<file path="src/rtl/fetch_stage.sv">
// ----------------------------------------------------------------------------
// fetch_stage : PC owner, 1-cycle imem requester, 2-entry decode queue
// Revision    : 1.0
// ----------------------------------------------------------------------------
`default_nettype none

module fetch_stage #(
  parameter int DATA_WIDTH = 32,
  parameter int ADDRESS_WIDTH = 32,
  parameter logic [ADDRESS_WIDTH-1:0] RESET_PC = '0
) (
  input  logic                     clk,
  input  logic                     reset,
  output logic                     imem_enable,
  output logic [ADDRESS_WIDTH-1:0] imem_address,
  input  logic [DATA_WIDTH-1:0]    imem_data,
  input  logic                     redirect_valid,
  input  logic [ADDRESS_WIDTH-1:0] redirect_pc,
  output logic                     out_valid,
  input  logic                     out_ready,
  output logic [DATA_WIDTH-1:0]    out_instruction,
  output logic [ADDRESS_WIDTH-1:0] out_pc
);

  logic [ADDRESS_WIDTH-1:0] pc_q, pc_d;
  logic [ADDRESS_WIDTH-1:0] inflight_pc_q, inflight_pc_d;
  logic                     inflight_q, inflight_d;
  logic [DATA_WIDTH-1:0]    fifo_instr_q [2];
  logic [DATA_WIDTH-1:0]    fifo_instr_d [2];
  logic [ADDRESS_WIDTH-1:0] fifo_pc_q [2];
  logic [ADDRESS_WIDTH-1:0] fifo_pc_d [2];
  logic                     rd_ptr_q, rd_ptr_d;
  logic                     wr_ptr_q, wr_ptr_d;
  logic [1:0]               count_q, count_d;

  logic       pop;
  logic       push;
  logic       issue;
  logic [1:0] occupancy;
  logic       unused_redirect_lsbs;

  assign unused_redirect_lsbs = ^redirect_pc[1:0];

  assign out_valid       = (count_q != 2'd0) && !redirect_valid && !reset;
  assign pop             = out_valid && out_ready;
  assign push            = inflight_q && !redirect_valid;
  assign out_instruction = fifo_instr_q[rd_ptr_q];
  assign out_pc          = fifo_pc_q[rd_ptr_q];

  // Every outstanding request owns a queue slot, so responses always fit.
  assign occupancy    = count_q + {1'b0, inflight_q};
  assign issue        = !reset && !redirect_valid && (occupancy <= (2'd1 + {1'b0, pop}));
  assign imem_enable  = issue;
  assign imem_address = pc_q;

  always_comb begin
    pc_d          = pc_q;
    inflight_d    = issue;
    inflight_pc_d = inflight_pc_q;
    fifo_instr_d  = fifo_instr_q;
    fifo_pc_d     = fifo_pc_q;
    rd_ptr_d      = rd_ptr_q;
    wr_ptr_d      = wr_ptr_q;
    count_d       = count_q + {1'b0, push} - {1'b0, pop};

    if (issue) begin
      pc_d          = pc_q + ADDRESS_WIDTH'(4);
      inflight_pc_d = pc_q;
    end
    if (push) begin
      fifo_instr_d[wr_ptr_q] = imem_data;
      fifo_pc_d[wr_ptr_q]    = inflight_pc_q;
      wr_ptr_d               = !wr_ptr_q;
    end
    if (pop) begin
      rd_ptr_d = !rd_ptr_q;
    end

    if (redirect_valid) begin
      pc_d     = {redirect_pc[ADDRESS_WIDTH-1:2], 2'b00};
      count_d  = 2'd0;
      rd_ptr_d = 1'b0;
      wr_ptr_d = 1'b0;
    end
  end

  always_ff @(posedge clk or posedge reset) begin
    if (reset) begin
      pc_q          <= RESET_PC;
      inflight_q    <= 1'b0;
      inflight_pc_q <= '0;
      rd_ptr_q      <= 1'b0;
      wr_ptr_q      <= 1'b0;
      count_q       <= 2'd0;
      for (int i = 0; i < 2; i++) begin
        fifo_instr_q[i] <= '0;
        fifo_pc_q[i]    <= '0;
      end
    end else begin
      pc_q          <= pc_d;
      inflight_q    <= inflight_d;
      inflight_pc_q <= inflight_pc_d;
      rd_ptr_q      <= rd_ptr_d;
      wr_ptr_q      <= wr_ptr_d;
      count_q       <= count_d;
      for (int i = 0; i < 2; i++) begin
        fifo_instr_q[i] <= fifo_instr_d[i];
        fifo_pc_q[i]    <= fifo_pc_d[i];
      end
    end
  end

endmodule

`default_nettype wire

</file>
<file path="config.mk">
export PLATFORM = sky130hd
export DESIGN_NAME = fetch_stage
export DESIGN_NICKNAME = d
export VERILOG_FILES = /design/src/rtl/fetch_stage.sv
export SDC_FILE = /design/constraint.sdc
export NUM_CORES = 1
export LEC_CHECK = 0
export ABC_AREA = 1
export CORE_ASPECT_RATIO = 0.5
export CORE_MARGIN = 2
export CORE_UTILIZATION = 45
export CTS_CLUSTER_DIAMETER = 50
export CTS_CLUSTER_SIZE = 30
export DETAILED_ROUTE_END_ITERATION = 16
export PLACE_DENSITY_LB_ADDON = 0.25
export SYNTH_ARGS = -nofsm -noshare
export SYNTH_HDL_FRONTEND = slang
export SYNTH_SLANG_ARGS = --single-unit
</file>
<file path="constraint.sdc">
create_clock -name clk -period 12 [get_ports clk]
set_clock_uncertainty 0.1 [all_clocks]
set_input_delay 2.4 -clock clk [delete_from_list [all_inputs] [get_ports clk]]
set_output_delay 2.4 -clock clk [all_outputs]
set_load 0.1 [all_outputs]
</file>
# Word-level counts from Yosys, hierarchy flattened
# Cells that the tools add are included.
# word_totals
elab_cells	53
inputBits	68
regBits	197
output_inout_bits	98
# classes
n_bitwise	2
n_lt_le_gt_ge	4
n_reduce_logical	15
muxes	17
n_addsub	5
# ops
op	n
$mux 32	9
$bwmux 64	2
$add 32x3->32 const B	1
$demux 32 s1	1
$reduce_bool 2->1	4
$logic_and 1x1->1	7
$add 2x1->2	2
$ge 2x2->1 const B	2
$logic_not 1->1	4
$mux 1	4
$not 1->2	2
$add 1x1->2 const A	1
$le 2x2->1	1
$lt 2x1->1 const B	1
$mux 2	1
$sub 2x1->2	1

# Longest topological paths before layout
# Gate-level depths: netlist of run 1.
# depth
ltp_word	9
mapped_depth	13
depth_no_buf	12

# Worst setup path before layout of run 1
# Ideal clock, no wire load.
# synth_path
kind	input port to output port
startpoint	input port redirect_valid
endpoint	output port imem_enable
stages	9
required_ns	9.500
path_buffers	2
path_slack_ns	4.902
t_arrival_ns	4.598
path_cell_list	buf_4 -> nor3_4 -> nand2_1 -> ha_1 -> nand2_1 -> nand2_1 -> nand2_1 -> inv_2 -> clkbuf_8
# synth_between
elab_chain_len	7
elab_cells_between_ends	8
classes_between	add/sub: 1; order compare: 1; reduce/logical: 6
# synth_lines
element	line_no	rtl
start, declared	17	input logic redirect_valid,
$logic_not 1->1	44	assign out_valid = (count_q != 2'd0) && !redirect_valid && !reset;
$logic_and 1x1->1 (2 in series)	44	
via out_valid	19	output logic out_valid,
$logic_and 1x1->1	45	assign pop = out_valid && out_ready;
$add 1x1->2	52	assign issue = !reset && !redirect_valid && (occupancy <= (2'd1 + {1'b0, pop}));
$le 2x2->1	52	
$logic_and 1x1->1	52	
end, declared	14	output logic imem_enable,
# The timed path passes the listed nets, and every way through them passes these cells.

# Worst setup path in the final report of run 1
# layout_path
startpoint	input port redirect_valid
endpoint	output port imem_enable
# layout_between
elab_chain_len	7
elab_cells_between_ends	8
classes_between	add/sub: 1; order compare: 1; reduce/logical: 6
# layout_lines
element	line_no
$logic_not 1->1 *	44, 52
$logic_and 1x1->1 (2 in series)	44
$logic_and 1x1->1	45
$add 1x1->2	52
$le 2x2->1	52
$logic_and 1x1->1 *	52
# Mark *: on every way between the ends. The rest lies on a longest branch, timed or not.

==> impl_metrics.tcl, run 1 <==
set metrics [dict create \
    fin_crit_ps 9190 \
    comb_power_share_pct 47.4 \
    cpMostUsedCell "nand2_1" \
    final.setup.tns_ps 0 \
    post_cts_buffers 0 \
    cts.repair.resized 0 \
    setup_viol 0 \
    cp.required_ps 9500 \
    internal_power_mw 1.46 \
    switching_share_pct 49.7 \
    final.period_utilization_pct 76.6 \
    p_per_area_nw_per_um2 257 \
    crit_buf_inv 4 \
    min_to "fifo_pc_q[63]" \
    overflow 0 \
    dieArea_um2 21400 \
    synthTopCellsByCount "500 x nand2_1, 189 x dfrtp_1, 163 x o21ai_0, 116 x inv_1, 70 x nand3_1" \
    avgViaCountPerCell 4.87 \
    endpoint_kind "primary output" \
    die_x_um 205 \
    port_buffers 159 \
    clockPowerShare_pct 18.6 \
    wirelength_um 21800 \
    startpoint_type "input port" \
    worst_path_max_delay_cell "clkdlybuf4s50_1" \
    fillers 1780 \
    synth_seq_cells 189 \
    first_pass_iters 5 \
    syn_area_per_cell_um2 7.68 \
    p_leak_nw 5.59 \
    crit_family "buffers and inverters" \
    r2r_end "imem_address[15]" \
    remaining_drc_errors 0 \
    path_cells "clkdlybuf4s50_1, buf_4, nor3_4, nand2_1, ha_1, nand2_1, nand2_1, nand2_2, inv_2, clkdlybuf4s50_1" \
    place_hpwl_um 14300 \
    grt_max_degree 126 \
    max_stage_delay_ps 1280 \
    synth.most_common_cell "nand2_1" \
    hold_depth 2 \
    diodes 0 \
    rsz0062_at_grt "false" \
    grt_pass1_vias 7094 \
    worst_slew_pin_slew_ps 1180 \
    path_class "in2out" \
    synth.top_cell.area_share_pct 52.2 \
    rows 36 \
    ys_warn_count 0 \
    cp_max_fo 67 \
    place_congestion 0.944 \
    crit_arrival_ps 6690 \
    core_um2 19600 \
    maxCapViolations 0 \
    reg2reg_depth 11 \
    syn_area_um2 9060 \
    syn_to_final_growth_pct 24.7 \
    irDropWorstVdd_mv 0.195 \
    antenna_found_initial 0 \
    ys_types 31 \
    relSlewSlack_pct 21.2 \
    min_from "fifo_pc_q[63]" \
    r2r_start "count_q[0]" \
    numCtsBuffers 17 \
    status "complete, no violations" \
    grt_pass1_wl_um 35700 \
    clockBufferDepth 2 \
    place_area_um2 10700 \
    multi_input_area_um2 3590 \
    htreeDepth 4 \
    wl_per_cell_um 13.8 \
    hold_path.class "reg2reg" \
    fin_area_um2 11300 \
    p_seq_share_pct 33.9 \
    clk_pin_slew_ps 60 \
    grt_usage_pct 21.0 \
    slew_viol_final 0 \
    ff_latch_area_um2 4730 \
    nets 1377 \
    ys_seq_area_share_pct 52.2 \
    hold_viol 0 \
    first_iter_violations 599 \
    cts_hold_buf 0 \
    syn_inst 1179 \
    yosysTopAreaCell "dfrtp_1" \
    synth_edf_count 0 \
    synthFlopType "dfrtp_1" \
    root_buffer "clkbuf_16" \
    rrSetupSlack_ps 8540 \
    ys_top_cells_by_area "dfrtp_1 52%, nand2_1 21%, o21ai_0 9.0%, inv_1 4.8%, nand3_1 3.9%" \
    numClockSinks 189 \
    clock_latency_ps 430 \
    async_flop_share_pct 100 \
    drive_gt1_share_pct 4.78 \
    start_util_pct 46.2 \
    cts_tree "done" \
    io_pins 166 \
    antenna_left 0 \
    die_h_um 104 \
    vias 7709 \
    netSwitchingPower_mw 1.44 \
    clock.fmax_ghz 0.109 \
]
worst max path at each step:
stage          depth (start not counted)            from          end  slack [ps]
6_report                              10  redirect_valid  imem_enable        2810
5_1_grt                               10  redirect_valid  imem_enable        2500
4_1_cts                               10  redirect_valid  imem_enable        2820
3_5_place_dp                          10  redirect_valid  imem_enable        2840
3_3_place_gp                          10  redirect_valid  imem_enable        2870
2_1_floorplan                          1           reset   count_q[0]        4360
worst register-to-register path: stages (launching register included):
cell and delay (ps):
dfrtp_1 400, ha_1 200, xor2_1 140, ha_1 290
inv_1 40, o21bai_1 120, nand2_1 70, nand2_2 740
inv_2 610, nor2_4 500, nand2_1 90, nand3_1 90
cells in the final DEF (no fill, tap or decap), drive strengths merged:
cell type,instances
a21oi,1
buf,4
bufinv,1
clkbuf,18
clkdlybuf4s50,159
clkinv,3
clkinvlp,5
conb,4
dfrtp,189
ha,5
inv,124
nand2,509
nand3,70
nand3b,2
nand4,1
nor2,49
nor3,1
o21ai,165
o21bai,1
or2,1
xnor2,3
xor2,2
state kept, by name (all words and copies together) (netlist names):
| signal | cells |
|---|---|
| inflight_pc_q | 30 |
| wr_ptr_q | 1 |
| count_q | 2 |
| fifo_pc_q | 60 |
| imem_address | 30 |
| rd_ptr_q | 1 |
| fifo_instr_q | 64 |
| inflight_q | 1 |
metrics by stage:
step	power, mW	cells	util, %	worst slack [ps]	hold WS (ps)
floorplan	2.05	1182	-	4360	353
global placement	2.35	1551	54.8	2870	365
detailed placement	2.38	1551	54.8	2840	372
CTS	2.93	1583	57.7	2820	390
global route	3.07	1583	57.7	2500	406
finish	2.91	1583	57.7	2810	384
metal layers:
metal / wire length, um / up-vias / share of wire [%] / global-route usage (%)
met2: 9440 / 176 / 43 / 30.6
li1: - / 3896 / - / -
met4: 363 / 0 / 1.7 / 6.47
met3: 998 / 27 / 4.6 / 4.07
met1: 11000 / 3610 / 50 / 31.3
met5: 0 / - / 0 / 0
kinds of logic (layout without fill, tap and decap cells):
group | after synthesis | count (layout) | synth area share, %
AOI/OAI and AO/OA | 167 | 167 | 9.25
xor gates and xnor gates | 5 | 5 | 0.483
adders and majority gates | 5 | 5 | 0.691
buffers and inverters | 179 | 314 | 8.38
DFF | 189 | 189 | 52.2
other | 1 | 4 | 0.0414
and+or+nand+nor | 633 | 633 | 28.9
power by group through the flow:
stage / Clock, mW / Sequential (mW) / Combinational (mW)
after CTS: 0.557 / 0.985 / 1.39
after detailed placement: 0 / 0.995 / 1.39
after global routing: 0.588 / 1.01 / 1.46
final: 0.542 / 0.987 / 1.38
after floorplan: 0 / 1.07 / 0.975
after global placement: 0 / 0.987 / 1.37
final cells by class:
type | count | share of cell area, %
Multi-Input combinational cell | 814 | 31.8
Inverter | 119 | 4.02
Tap cell | 266 | 2.95
Timing Repair Buffer | 163 | 14.4
Clock buffer | 18 | 3.80
Clock inverter | 14 | 1.17
Sequential cell | 189 | 41.9
Power figures use the tool's default switching activity.
==> run 2: changes to the inputs <==
==> constraint.sdc (replaced) <==
create_clock -name clk -period 9.05 [get_ports clk]
set_clock_uncertainty 0.1 [all_clocks]
set_input_delay 1.81 -clock clk [delete_from_list [all_inputs] [get_ports clk]]
set_output_delay 1.81 -clock clk [all_outputs]
set_load 0.1 [all_outputs]
==> impl_metrics.tcl, run 2 (synthesis results as in run 1) <==
set metrics [dict create \
    largestRegisters "fifo_instr_q x64, fifo_pc_q x60" \
    first_iter_violations 640 \
    grt_usage_pct 21.2 \
    path_cells "clkdlybuf4s50_1, buf_4, nor3_4, nand2_1, ha_1, inv_1, o21bai_1, nand2_1, nand2_2, inv_2, buf_4" \
    fillers 1796 \
    internal_power_mw 1.92 \
    endpoint_kind "primary output" \
    comb_power_share_pct 47.4 \
    relSlewSlack_pct 25.6 \
    worst_slew_pin_slew_ps 1120 \
    grt_max_degree 126 \
    largest_reg_flops 64 \
    drive_gt1_share_pct 5.08 \
    clock_latency_ps 420 \
    io_pins 166 \
    reg2reg_depth 11 \
    place_hpwl_um 14300 \
    final_common_cell "nand2_1" \
    instances_no_fill 1585 \
    remaining_drc_errors 0 \
    startpoint_type "input port" \
    cts_hold_buf 0 \
    setup_viol 0 \
    first_pass_iters 5 \
    switching_share_pct 50.2 \
    grt_pass1_vias 7381 \
    clock.fmax_ghz 0.141 \
    wirelength_met1_um 11100 \
    numClockSinks 189 \
    regMostFlops "fifo_instr_q" \
    crit_arrival_ps 5160 \
    crit_family "buffers and inverters" \
    path_class "in2out" \
    vias 7621 \
    total_power_mw 3.86 \
    syn_to_final_growth_pct 24.7 \
    p_per_area_nw_per_um2 341 \
    netSwitchingPower_mw 1.94 \
    status "complete, no violations" \
    clk_pin_slew_ps 70 \
    fin_crit_ps 7070 \
    setup_ws_ps 1980 \
    hold_viol 0 \
    diodes 0 \
    dp.cells 1553 \
    start_util_pct 46.2 \
    clockBufferDepth 2 \
    core_um2 19600 \
    maxCapViolations 0 \
    place_congestion 0.942 \
    p_leak_nw 5.62 \
    die_h_um 104 \
    p_seq_share_pct 34.0 \
    worst_path_max_delay_cell "inv_2" \
    nets 1379 \
    topRoutingLayerUsed "met4" \
    layout_common_cells "499 x nand2_1, 188 x dfrtp_1, 163 x o21ai_0" \
    max_stage_delay_ps 850 \
    hold_depth 2 \
    root_buffer "clkbuf_16" \
    crit_buf_inv 5 \
    final.setup.tns_ps 0 \
    rows 36 \
    cp_max_fo 67 \
    cp.required_ps 7140 \
    port_buffers 159 \
    antenna_left 0 \
    wirelength_um 21700 \
    post_cts_buffers 0 \
    route.met2.wl_um 9500 \
    antenna_found_initial 0 \
    cts.repair.resized 0 \
    slew_viol_final 0 \
    die_x_um 205 \
    rsz0062_at_grt "false" \
    met3_length_um 921 \
    cts_tree "done" \
    grt_pass1_wl_um 36600 \
    overflow 0 \
    cp_num_cells 11 \
    dp_slack_ps 1960 \
    hold_path.class "reg2reg" \
    htreeDepth 4 \
    numCtsBuffers 17 \
    irDropWorstVdd_mv 0.205 \
    final.period_utilization_pct 78.1 \
    clockPowerShare_pct 18.6 \
    avgViaCountPerCell 4.81 \
    wl_per_cell_um 13.7 \
    dieArea_um2 21400 \
]
## run 2: worst reg2reg max path: stages, from the launching register on
cell and delay (ps):
dfrtp_1 400, ha_1 210, xor2_1 140, ha_1 300, inv_1 40, o21bai_1 130
nand2_1 80, nand2_2 750, inv_2 610, nor2_4 480, nand2_1 100, nand3_1 100
## run 2: final timing paths
| path | endpoint | start | slack, ps |
|---|---|---|---|
| max in group asynchronous | imem_address[16] | reset | 5490 |
| worst max-delay path | imem_enable | redirect_valid | 1980 |
| worst max register to register | imem_address[18] | inflight_q | 5560 |
| worst min-delay path | fifo_pc_q[41] | fifo_pc_q[41] | 390 |
| worst min register to register | fifo_pc_q[41] | fifo_pc_q[41] | 390 |
| min in group asynchronous | fifo_pc_q[54] | reset | 1900 |
## run 2: area by class of cell
cell class	count	area (um2)	share of cell area [%]
inverter	119	454	4.02
multi-input combinational	814	3590	31.8
timing repair buffer	165	1630	14.5
tap	266	333	2.95
clock buffer	17	425	3.77
clock inverter	15	126	1.12
sequential	189	4730	41.9
## run 2: through the flow
step	instance area, um2	util (%)	hold slack (ps)
floorplan	9070	-	353
global placement	10700	54.8	365
detailed placement	10700	54.8	372
CTS	11300	57.7	391
global route	11300	57.7	402
finish	11300	57.7	385
## run 2: power groups by stage
| stage | Clock, mW | Sequential (mW) | Combinational, mW |
|---|---|---|---|
| 6_report | 0.717 | 1.31 | 1.83 |
| 5_1_grt | 0.774 | 1.35 | 1.94 |
| 4_1_cts | 0.735 | 1.31 | 1.84 |
| 3_5_place_dp | 0 | 1.32 | 1.84 |
| 3_3_place_gp | 0 | 1.31 | 1.81 |
| 2_1_floorplan | 0 | 1.42 | 1.29 |
## run 2: layer usage
layer  track usage (%)  vias to the layer above
li1                  -                     3898
met1              31.8                     3544
met2              31.6                      159
met3              3.70                       20
met4              5.69                        0
met5                 0                        -
==> run 3: changes to the inputs <==
==> constraint.sdc (replaced) <==
create_clock -name clk -period 7.3 [get_ports clk]
set_clock_uncertainty 0.1 [all_clocks]
set_input_delay 1.46 -clock clk [delete_from_list [all_inputs] [get_ports clk]]
set_output_delay 1.46 -clock clk [all_outputs]
set_load 0.1 [all_outputs]
==> impl_metrics.tcl, run 3 (synthesis results as in run 1) <==
set metrics [dict create \
    clk_pin_slew_ps 60 \
    clock_latency_ps 430 \
    cts_tree "done" \
    rows 36 \
    remaining_drc_errors 0 \
    ff_latch_area_um2 4730 \
    route.met2.wl_um 9980 \
    endpoint_kind "primary output" \
    met3_length_um 914 \
    multi_input_area_um2 3590 \
    startpoint_type "input port" \
    slew_viol_final 0 \
    numCtsBuffers 17 \
    largest_reg_flops 64 \
    topRoutingLayerUsed "met4" \
    grt_pass1_vias 7278 \
    htreeDepth 4 \
    antenna_left 0 \
    clockBufferDepth 2 \
    die_h_um 104 \
    final_common_cell "nand2_1" \
    worst_slew_pin_slew_ps 1180 \
    grt_max_degree 126 \
    dieArea_um2 21400 \
    maxCapViolations 0 \
    relSlewSlack_pct 21.5 \
    io_pins 166 \
    layout_common_cells "499 x nand2_1, 188 x dfrtp_1, 163 x o21ai_0" \
    start_util_pct 46.2 \
    path_class "in2out" \
    antenna_found_initial 0 \
    crit_arrival_ps 3930 \
    status "complete, no violations" \
    cp_max_fo 41 \
    avgViaCountPerCell 4.91 \
    wl_per_cell_um 14.0 \
    irDropWorstVdd_mv 0.237 \
    nets 1378 \
    port_buffers 159 \
    hold_viol 0 \
    final.setup.tns_ps 0 \
    cp.required_ps 5740 \
    overflow 0 \
    setup_viol 0 \
    core_um2 19600 \
    diodes 0 \
    first_iter_violations 503 \
    hold_path.class "reg2reg" \
    drive_gt1_share_pct 4.63 \
    p_leak_nw 5.62 \
    vias 7773 \
    fin_crit_ps 5490 \
    final_core_util_pct 57.9 \
    wirelength_met1_um 11000 \
    place_congestion 0.934 \
    wirelength_um 22200 \
    fillers 1770 \
    regMostFlops "fifo_instr_q" \
    place_hpwl_um 14400 \
    cts_hold_buf 0 \
    die_x_um 205 \
    clock.fmax_ghz 0.182 \
    cts.repair.resized 0 \
    rsz0062_at_grt "false" \
    post_cts_buffers 0 \
    root_buffer "clkbuf_16" \
    p_per_area_nw_per_um2 427 \
    grt_usage_pct 21.4 \
    final.period_utilization_pct 75.2 \
    syn_to_final_growth_pct 25.2 \
    first_pass_iters 5 \
    largestRegisters "fifo_instr_q x64, fifo_pc_q x60" \
    grt_pass1_wl_um 36600 \
    numClockSinks 189 \
]
==> run 3: cell types whose count changed in the layout (fill, tap and decap cells not counted), moves of 2 or more <==
cell	previous run	this run
buf_4	7	5
bufinv_16	0	3
inv_8	4	1
clkinv_2	3	1
clkbuf_1	0	4
inv_6	6	2
==> run 3: power by group <==
part	switching, mW	leakage (nW)	internal [mW]	total (mW)
Clock	0.393	0.281	0.549	0.942
Combinational	1.73	2.93	0.536	2.27
Sequential	0.232	2.41	1.40	1.63
==> run 3: final timing paths <==
check | start | endpoint | slack (ps) | depth (start not counted)
min in group asynchronous | reset | fifo_pc_q[22] | 1630 | 2
hold / removal | fifo_instr_q[53] | fifo_instr_q[53] | 390 | 2
setup reg to reg | count_q[0] | imem_address[17] | 4750 | 11
hold reg to reg | fifo_instr_q[53] | fifo_instr_q[53] | 390 | 2
max in group asynchronous | reset | fifo_instr_q[17] | 4150 | 3
setup / recovery | redirect_valid | imem_enable | 1810 | 10
==> run 3: per-layer routing <==
layer	track usage (%)	vias up
met5	0	-
met4	6.00	0
met3	3.73	22
met2	32.3	159
met1	31.6	3693
li1	-	3899
==> run 3: through the flow <==
step	power (mW)	hold slack [ps]	instances	area, um2	setup slack [ps]
2_1_floorplan	3.37	353	1182	9070	598
3_3_place_gp	3.87	365	1552	10800	1880
3_5_place_dp	3.92	372	1552	10800	1840
4_1_cts	4.87	389	1583	11300	1830
5_1_grt	5.09	409	1583	11300	1640
6_report	4.84	386	1583	11300	1810
==> run 3: critical path: stages <==
cell and delay, ps:
clkdlybuf4s50_1 400, buf_4 270, nor3_4 260, nand2_1 170, ha_1 320, nand2_1 50, nand2_1 80, nand2_2 60
inv_2 560, buf_12 260
==> run 3: final cells by class <==
cell class | instances | area share (%)
Clock buffer | 22 | 4.00
Clock inverter | 9 | 1.20
Inverter | 119 | 4.00
Multi-Input combinational cell | 814 | 31.7
Sequential cell | 189 | 41.7
Tap cell | 266 | 2.93
Timing Repair Buffer | 164 | 14.5
